File: src/rtl/ksl_add_scheduler.sv
`timescale 1ns/1ps
// ksl_add_scheduler
//
// Purpose
//   Time-shares one fixed-latency KSL-attenuation ROM across all OPL3
//   operators. The register-write decoder posts fnum/block/ksl updates per
//   operator. Only operators marked dirty by an update are recomputed. Results
//   land in a per-operator ksl_add table that the envelope pipeline reads.
//
// Ports
//   clk          rising-edge clock for every flop
//   reset_n      asynchronous, active-low reset
//   upd_valid    update strobe. It is always accepted.
//   upd_op       operator index of the update. Indices >= NUM_OPS are ignored.
//   upd_fnum     new fnum for upd_op
//   upd_block    new block for upd_op
//   upd_ksl      new ksl for upd_op
//   rom_fnum     registered ROM operand
//   rom_block    registered ROM operand
//   rom_ksl      registered ROM operand
//   rom_ksl_add  ROM result. It is sampled ROM_LATENCY edges after the operands launch.
//   rd_op        table read index
//   rd_ksl_add   table[rd_op], registered, read-before-write
//   busy         high in INIT, or while any dirty op or foreground tag is in flight
//
// Configuration
//   KSL_SCHED_REFRESH_EN  When it is defined, idle issue slots run a background
//                         round-robin recompute of every operator.
//                         busy does not count this background traffic.

package opl3_pkg;
  localparam int REG_FNUM_WIDTH  = 10;
  localparam int REG_BLOCK_WIDTH = 3;
  localparam int REG_KSL_WIDTH   = 2;
  localparam int KSL_ADD_WIDTH   = 8;
endpackage

module ksl_add_scheduler
  import opl3_pkg::*;
#(
  parameter int NUM_OPS     = 36,
  parameter int ROM_LATENCY = 2,
  localparam int OP_W       = $clog2(NUM_OPS)
) (
  input  logic                       clk,
  input  logic                       reset_n,
  input  logic                       upd_valid,
  input  logic [OP_W-1:0]            upd_op,
  input  logic [REG_FNUM_WIDTH-1:0]  upd_fnum,
  input  logic [REG_BLOCK_WIDTH-1:0] upd_block,
  input  logic [REG_KSL_WIDTH-1:0]   upd_ksl,
  output logic [REG_FNUM_WIDTH-1:0]  rom_fnum,
  output logic [REG_BLOCK_WIDTH-1:0] rom_block,
  output logic [REG_KSL_WIDTH-1:0]   rom_ksl,
  input  logic [KSL_ADD_WIDTH-1:0]   rom_ksl_add,
  input  logic [OP_W-1:0]            rd_op,
  output logic [KSL_ADD_WIDTH-1:0]   rd_ksl_add,
  output logic                       busy
);

  localparam int SUM_W = OP_W + 1;
  localparam logic [OP_W-1:0] LAST_OP = OP_W'(NUM_OPS - 1);

  typedef enum logic [1:0] {ST_INIT, ST_IDLE, ST_RUN} state_t;

  state_t state_q, state_d;
  logic [OP_W-1:0] init_idx_q;

  logic [REG_FNUM_WIDTH-1:0]  fnum_q  [NUM_OPS];
  logic [REG_BLOCK_WIDTH-1:0] block_q [NUM_OPS];
  logic [REG_KSL_WIDTH-1:0]   ksl_q   [NUM_OPS];
  logic [NUM_OPS-1:0]         dirty_q, dirty_d;
  logic [OP_W-1:0]            last_q;

  logic [ROM_LATENCY-1:0] tag_vld_q;
  logic [ROM_LATENCY-1:0] tag_fg_q;
  logic [OP_W-1:0]        tag_op_q [ROM_LATENCY];

  logic [KSL_ADD_WIDTH-1:0] ksl_table [NUM_OPS];

  logic [OP_W-1:0]  start;
  logic [SUM_W-1:0] sum;
  logic [OP_W-1:0]  cand;
  logic [OP_W-1:0]  pick;
  logic             found;
  logic             upd_hit;
  logic             issue_valid;
  logic             issue_fg;
  logic [OP_W-1:0]  issue_op;
  logic             wb_valid;
  logic [OP_W-1:0]  wb_op;

  assign upd_hit = upd_valid && (upd_op <= LAST_OP);
  assign start   = (last_q == LAST_OP) ? '0 : last_q + 1'b1;

  // Round-robin search for the first dirty op, starting one past the last
  // issued op. The sum is one bit wider so the modulo wrap cannot overflow.
  always_comb begin
    found = 1'b0;
    pick  = '0;
    sum   = '0;
    cand  = '0;
    for (int i = 0; i < NUM_OPS; i++) begin
      sum = {1'b0, start} + SUM_W'(i);
      if (sum >= SUM_W'(NUM_OPS)) sum = sum - SUM_W'(NUM_OPS);
      cand = sum[OP_W-1:0];
      if (!found && dirty_q[cand]) begin
        found = 1'b1;
        pick  = cand;
      end
    end
  end

  // Issue happens in the same cycle that a dirty bit is seen, in IDLE or RUN.
  // This gives an update-to-writeback latency of ROM_LATENCY + 1 edges.
`ifdef KSL_SCHED_REFRESH_EN
  assign issue_valid = (state_q != ST_INIT);
`else
  assign issue_valid = (state_q != ST_INIT) && found;
`endif
  assign issue_fg = found;
  assign issue_op = found ? pick : start;

  // The set from an update wins over the clear from an issue.
  // An op updated while it issues therefore goes out again with the new parameters.
  always_comb begin
    dirty_d = dirty_q;
    if (issue_valid && issue_fg) dirty_d[issue_op] = 1'b0;
    if (upd_hit) dirty_d[upd_op] = 1'b1;
  end

  always_comb begin
    state_d = state_q;
    case (state_q)
      ST_INIT: if (init_idx_q == LAST_OP) state_d = ST_IDLE;
      ST_IDLE: if (|dirty_q) state_d = ST_RUN;
      ST_RUN:  if (!(|dirty_q)) state_d = ST_IDLE;
      default: state_d = ST_INIT;
    endcase
  end

  always_ff @(posedge clk or negedge reset_n) begin
    if (!reset_n) begin
      state_q    <= ST_INIT;
      init_idx_q <= '0;
    end else begin
      state_q <= state_d;
      if (state_q == ST_INIT)
        init_idx_q <= (init_idx_q == LAST_OP) ? '0 : init_idx_q + 1'b1;
    end
  end

  // Parameter store, dirty bits, RR pointer and ROM operand registers.
  // While nothing issues, the ROM operands hold their last value.
  always_ff @(posedge clk or negedge reset_n) begin
    if (!reset_n) begin
      for (int i = 0; i < NUM_OPS; i++) begin
        fnum_q[i]  <= '0;
        block_q[i] <= '0;
        ksl_q[i]   <= '0;
      end
      dirty_q   <= '0;
      last_q    <= '0;
      rom_fnum  <= '0;
      rom_block <= '0;
      rom_ksl   <= '0;
    end else begin
      dirty_q <= dirty_d;
      if (upd_hit) begin
        fnum_q[upd_op]  <= upd_fnum;
        block_q[upd_op] <= upd_block;
        ksl_q[upd_op]   <= upd_ksl;
      end
      if (issue_valid) begin
        rom_fnum  <= fnum_q[issue_op];
        rom_block <= block_q[issue_op];
        rom_ksl   <= ksl_q[issue_op];
        last_q    <= issue_op;
      end
    end
  end

  // Tag pipe that tracks the ROM latency.
  // Reset empties it, so results that are in flight during a reset are dropped.
  always_ff @(posedge clk or negedge reset_n) begin
    if (!reset_n) begin
      tag_vld_q <= '0;
      tag_fg_q  <= '0;
      for (int i = 0; i < ROM_LATENCY; i++) tag_op_q[i] <= '0;
    end else begin
      tag_vld_q[0] <= issue_valid;
      tag_fg_q[0]  <= issue_valid && issue_fg;
      tag_op_q[0]  <= issue_op;
      for (int i = 1; i < ROM_LATENCY; i++) begin
        tag_vld_q[i] <= tag_vld_q[i-1];
        tag_fg_q[i]  <= tag_fg_q[i-1];
        tag_op_q[i]  <= tag_op_q[i-1];
      end
    end
  end

  assign wb_valid = tag_vld_q[ROM_LATENCY-1];
  assign wb_op    = tag_op_q[ROM_LATENCY-1];

  // Table storage has no reset. INIT clears it one entry per cycle.
  // No tag can be in flight during INIT, so the two write sources never collide.
  always_ff @(posedge clk) begin
    if (state_q == ST_INIT)
      ksl_table[init_idx_q] <= '0;
    else if (wb_valid)
      ksl_table[wb_op] <= rom_ksl_add;
  end

  always_ff @(posedge clk or negedge reset_n) begin
    if (!reset_n)
      rd_ksl_add <= '0;
    else
      rd_ksl_add <= (rd_op <= LAST_OP) ? ksl_table[rd_op] : '0;
  end

  assign busy = (state_q == ST_INIT) || (|dirty_q) || (|(tag_vld_q & tag_fg_q));

endmodule
File: config.mk
export PLATFORM = sky130hd
export DESIGN_NAME = ksl_add_scheduler
export DESIGN_NICKNAME = d
export VERILOG_FILES = /design/src/rtl/ksl_add_scheduler.sv
export SDC_FILE = /design/constraint.sdc
export NUM_CORES = 2
export LEC_CHECK = 0
export ABC_AREA = 1
export CORE_MARGIN = 2
export CORE_UTILIZATION = 30
export CTS_CLUSTER_SIZE = 8
export DETAILED_ROUTE_END_ITERATION = 16
export HOLD_SLACK_MARGIN = 0.02
export PLACE_DENSITY = 0.51
export SYNTH_ARGS = -nofsm -noshare
export SYNTH_HDL_FRONTEND = slang
export SYNTH_SLANG_ARGS = --single-unit
File: constraint.sdc
create_clock -name clk -period 9.78 [get_ports clk]
set_clock_uncertainty 0.1 [all_clocks]
set_input_delay 2.934 -clock clk [delete_from_list [all_inputs] [get_ports clk]]
set_output_delay 2.934 -clock clk [all_outputs]
set_load 0.02 [all_outputs]
Word level (Yosys, flattened, before mapping)
Memory sizes are Yosys's and may differ from the RTL's.
Index checks and enable logic that the tools add are counted.
{ "op_classes": {"reduce_logical": 84, "order_cmp": 81, "addsub": 73, "bitwise_logic": 6, "eq_ne": 7, "mux": 220} }
{ "op_table": {"columns": ["op", "n"], "rows": [
  ["$mux 6", 76],
  ["$bwmux 360", 1],
  ["$lt 6x7->1 const B", 38],
  ["$ge 7x6->1 const B", 35],
  ["$bmux 1 s6", 36],
  ["$sub 6x6->6 const B", 36],
  ["$add 6x5->7 const B", 16],
  ["$bwmux 108", 1],
  ["$mux 1", 80],
  ["$bwmux 72", 1],
  ["$mux 36", 2],
  ["$bmux 10 s6", 1],
  ["$demux 10 s6", 1],
  ["$add 6x4->7 const B", 8],
  ["$logic_and 1x1->1", 41],
  ["$and 36x36->36", 1],
  ["$not 36->36", 1],
  ["$or 36x36->36", 1],
  ["$reduce_or 36->1", 1],
  ["$logic_not 1->1", 35],
  ["$mux 10", 3],
  ["$add 6x3->7 const B", 4],
  ["$add 6x6->7 const B", 4],
  ["$bmux 3 s6", 1],
  ["28 further kinds", 47]
]} }
{ "word_totals": {"mem_bits_rw": 288, "elab_cells": 592, "input_bits": 38, "regBits": 629, "out_inout_bits": 24, "mem_count": 1} }
{ "memory_table": {"columns": ["memory", "depth", "word_bits", "read_ports", "rd_ports_with_merged_regs", "wr", "line_no", "rtl"], "rows": [
  ["ksl_table", 36, 8, 1, 0, 1, "79", "logic [KSL_ADD_WIDTH-1:0] ksl_table [NUM_OPS];"]
]} }

Depth between registers and ports, before layout
{ "logic_depth": {"depth_word": 122, "mapped_depth": 68, "depth_no_buf": 62} }

Worst setup path before layout
No wires, ideal clock.
{ "synth_path": {"kind": "reg-to-reg", "start": "reg last_q[0]", "end": "reg dirty_q[0]", "path_buffers": 7, "t_required_ps": 9551, "stages_incl_launch_ff": 49, "path_slack_ps": 2886, "period_less_slack_ps": 6894, "t_arrival_ps": 6665, "setup_time_ps": 129, "cell_sequence": "dfrtp_1 inv_2 ha_1 buf_4 inv_2 buf_4 buf_6 clkbuf_1 ha_1 clkinv_1 clkbuf_1 ha_1 xnor2_1 a21oi_1 nand3b_1 nand3_1 nand2_1 inv_2 [... 13 more ...] nor2_4 nand4_2 nor2_4 nand3_2 nor2_4 inv_2 nor2_4 inv_2 nor2_4 inv_2 nand2_4 buf_6 buf_4 nand2_1 nor2_1 nand2_1 o21ai_1 o21ai_1"} }
{ "synth_between": {"elab_chain_len": 122, "elab_cells_between_ends": 373, "cone_classes": "72 x add/sub; 38 x order compare; 1 x eq/ne; 186 x mux; 3 x bitwise; 73 x reduce/logical"} }
{ "synth_lines": {"columns": ["element", "line_no", "rtl"], "rows": [
  ["from (decl)", "73", "logic [OP_W-1:0] last_q;"],
  ["from (signal assigned)", "178", "last_q <= issue_op;"],
  ["$add 6x1->6 or $eq 6x6->1 (tied branches)", "94", "assign start = (last_q == LAST_OP) ? '0 : last_q + 1'b1;"],
  ["$mux 6 (*)", "94", null],
  ["parallel branches: the longest is 117 deep, another holds $add 6x1->7", null, null],
  ["$mux 36 (*)", "128", "if (issue_valid && issue_fg) dirty_d[issue_op] = 1'b0;"],
  ["$or 36x36->36 (no source line)", null, null],
  ["$mux 36 (*)", "129", "if (upd_hit) dirty_d[upd_op] = 1'b1;"],
  ["named net dirty_d[0]", "72", "logic [NUM_OPS-1:0] dirty_q, dirty_d;"],
  ["to (signal assigned)", "168", "dirty_q <= dirty_d;"],
  ["to (decl)", "72", null]
]} }
Mark *: on every way through the listed nets, which the timed path passes. The select of a mux whose other input is x is not followed.
A chain may end at the register's enable or synchronous reset.

Worst setup path in the final report
{ "layout_path": {"start": "reg last_q[0]", "end": "reg dirty_q[1]"} }
Same word-level chain as after synthesis.

==> impl_metrics.toml <==
[outcome]
status = "finished clean"

[job]
cap_violations = 0

[clocking]
numCtsBuffers = 132
cts_sinks = 915
clk_transition_reported_paths_ns = 0.05
clk_path_buf_depth = 3
cts_setup_buffers = 0
cts_tree = "yes"
cts_htree_levels = 4
clock_latency_ns = 0.78
cts_root_buf = "clkbuf_16"

[power]
p_sw_mw = 2.512
pwr-share-comb = 0.099
netSwitchingFraction = 0.2610
peakVddDrop_mv = 0.1667
p_per_area_nw_per_um2 = 162.5
p_leak_nw = 26.89
p_clk_frac = 0.436
internal_power_mw = 7.112
finalPower_mw = 9.624
seq_power_share = 0.466

[routing]
post_drt_wl_per_cell_um = 21.37
firstDrtPassIters = 6
viasPerCell = 5.115
vias = 47360
ant_nets = 0
drc = 0
wl_mm = 197.8
drtIter0Drc = 4929

[yosys]
yosys.area.top_type_share = 0.3012
netlist-cell-type-count = 66
synth-edff-count = 288
async_reset_ff_frac = 0.6852
syn_inst = 6925
yosys_warnings = 0
synth_top_cells_by_area = "dfrtp_1, edfxtp_1, nand2_1, o21ai_0, nor2_1"
netlist_area_sq_um = 52090
ys_seq_area_frac = 0.4673
synthFlopType = "dfrtp_1"
syn_avg_cell_area_sq_um = 7.521
syn_nets = 7016
synth-seq-cells = 915
synth_area_leader_cell = "dfrtp_1"

[global_route]
grt.met2_usage = 0.3542
met3_usage = 0.03291
antenna_found_initial = 5
gr-usage-met1 = 0.3091
overflow = 0
grt_pass1_vias = 44940
globalRouteTotalUtil = 0.2229
busiest_layer = "met2"
grt_max_degree = 181
grt_pass1_wl_mm = 297.1

[layout]
fin_nets = 7011
fillers = 18210
utilization = 0.3442
post-route-cell-area_sq_um = 59240
drive_gt1_frac = 0.07915
area_growth_pct = 13.73

[min_path]
hold_start = "tag_op_q[8]"
min_to = "wb_op[2]"
hp-class = "flop to flop"
hold_depth = 0

[place]
port_buffers = 61
gp_congestion = 0.9918
dpl_cell_area_sq_um = 55550
dp_hpwl_mm = 136.4

[die]
die-area_sq_um = 177000
coreArea_sq_um = 172100
initial_core_util = 0.3026
die_w_um = 420.7
std_cell_rows = 152
die_h_um = 420.7
io_pins = 62

[sta]
fin_crit_sh = 0.9398
rsz0062_at_grt = "false"
slew_violations = 0
setup_viol_count_final = 0
worstMarginPinSlew_ns = 1.265
finalSetupTns_ns = 0
period_minus_slack_ns = 9.191
max_freq_mhz = 108.8
hold_violations = 0
max-slew-margin-rel = 0.1475

[setup_path]
r2r_cells = 51
crit_fanout = 18
max_stage_delay_ns = 0.48
cp.required_ns = 10.31
slowest_stage = "dfrtp_1"
cp_common_cell = "nand3_1"
worstReg2RegStart = "last_q[0]"
end_kind = "flop"
critPathLaunchType = "flop"
critPathKind = "flop to flop"
cp_data_arrival_time_ns = 9.72
r2r_end = "dirty_q[1]"
rrSetupSlack_ns = 0.59
-- stage by stage --
stage | instances | setup slack, ns | hold slack [ns]
after global routing | 9259 | 0.01759 | 0.2502
after floorplan | 6925 | 2.886 | 0.2312
after global placement | 9096 | 0.2437 | 0.2343
final | 9260 | 0.5890 | 0.2430
after detailed placement | 9096 | 0.1480 | 0.2379
after CTS | 9259 | 0.1145 | 0.2408
-- metal layers --
layer | wire length [um] | vias to the layer above
met1 | 90030 | 22970
met5 | 19 | -
li1 | - | 22690
met3 | 11060 | 310
met2 | 90270 | 1384
met4 | 6468 | 2
-- registers in the layout (all words and copies together), names as in the netlist, 8 cells and up --
name	count
rom_fnum	10
fnum_q	360
dirty_q	36
rd_ksl_add	8
ksl_q	72
block_q	108
ksl_table	288
-- cell usage after synthesis, types with 34 or more instances --
cell,count
dfrtp_1,627
o221ai_1,34
a21oi_1,331
inv_1,433
nor2_1,651
xor2_1,59
nand2_1,2271
clkbuf_1,234
nand4_1,60
o211ai_1,39
o21ai_0,742
inv_2,35
o21ai_1,99
edfxtp_1,288
buf_2,78
nor3_1,43
ha_1,53
nand3_1,456
o22ai_1,56
-- worst max-delay path by stage --
stage	slack, ns	cells past startpoint	startpoint	to
after detailed placement	0.15	56	last_q[1]	rom_ksl[1]
after floorplan	2.89	48	last_q[0]	dirty_q[0]
final	0.59	51	last_q[0]	dirty_q[1]
after global routing	0.02	51	last_q[0]	dirty_q[1]
after CTS	0.11	56	last_q[1]	rom_ksl[1]
after global placement	0.24	56	last_q[1]	rom_ksl[1]
-- kinds of logic after synthesis --
group | count (synthesis) | synth area share
fa+ha+maj | 53 | 0.01273
xor+xnor | 93 | 0.01787
simple gates | 3612 | 0.2859
compound gates | 1385 | 0.1445
flops | 915 | 0.4673
buf+inv | 867 | 0.07175
-- power groups by stage --
stage / clock (mW) / combinational, mW / sequential (mW)
CTS: 4.29 / 0.961 / 4.48
finish: 4.19 / 0.950 / 4.48
global placement: 0 / 0.943 / 4.54
detailed placement: 0 / 0.957 / 4.55
floorplan: 0 / 0.611 / 4.50
global route: 4.45 / 1.10 / 4.52
-- critical path, delay by kind of cell (launching register included) --
kind	cells	cell delay (ns)
AND/OR/NAND/NOR	40	6.12
buffers and inverters	5	1.00
AO/OA/AOI/OAI	3	0.47
flip-flops	1	0.48
adder cells (fa/ha/maj)	3	0.85
-- placed cells by master (no fill, tap or decap), drive strengths merged, types with 23 or more instances in the layout --
cell           synthesis  layout
nand2               2311    2311
o21ai                868     868
nor2                 676     676
dfrtp                627     627
inv                  471     475
nand3                464     464
a21oi                334     334
edfxtp               288     288
buf                  147     190
clkbuf               237     150
xor2                  70      70
nand4                 67      67
clkdlybuf4s50          0      58
o22ai                 56      56
ha                    53      53
nor3                  44      44
o211ai                39      39
o221ai                34      34
xnor2                 23      23
-- timing repair --
| item | in CTS | in global routing |
|---|---|---|
| endpoints found under the hold margin | 0 | 0 |
| hold buffers | 0 | 0 |
| endpoints found under the setup margin | 0 | 51 |
| gates resized for setup | 0 | 9 |
-- final cells by class --
class,instances,area [sq um],area share
Multi-Input combinational cell,5143,24150,0.4078
Sequential cell,915,24340,0.4109
Inverter,480,1821,0.03073
Clock inverter,13,216.5,0.003654
Antenna cell,1,2.502,0.00004224
Timing Repair Buffer,248,2377,0.04013
Tap cell,2310,2890,0.04879
Clock buffer,150,3435,0.05798
No activity file was read; power rests on OpenSTA's default activity.
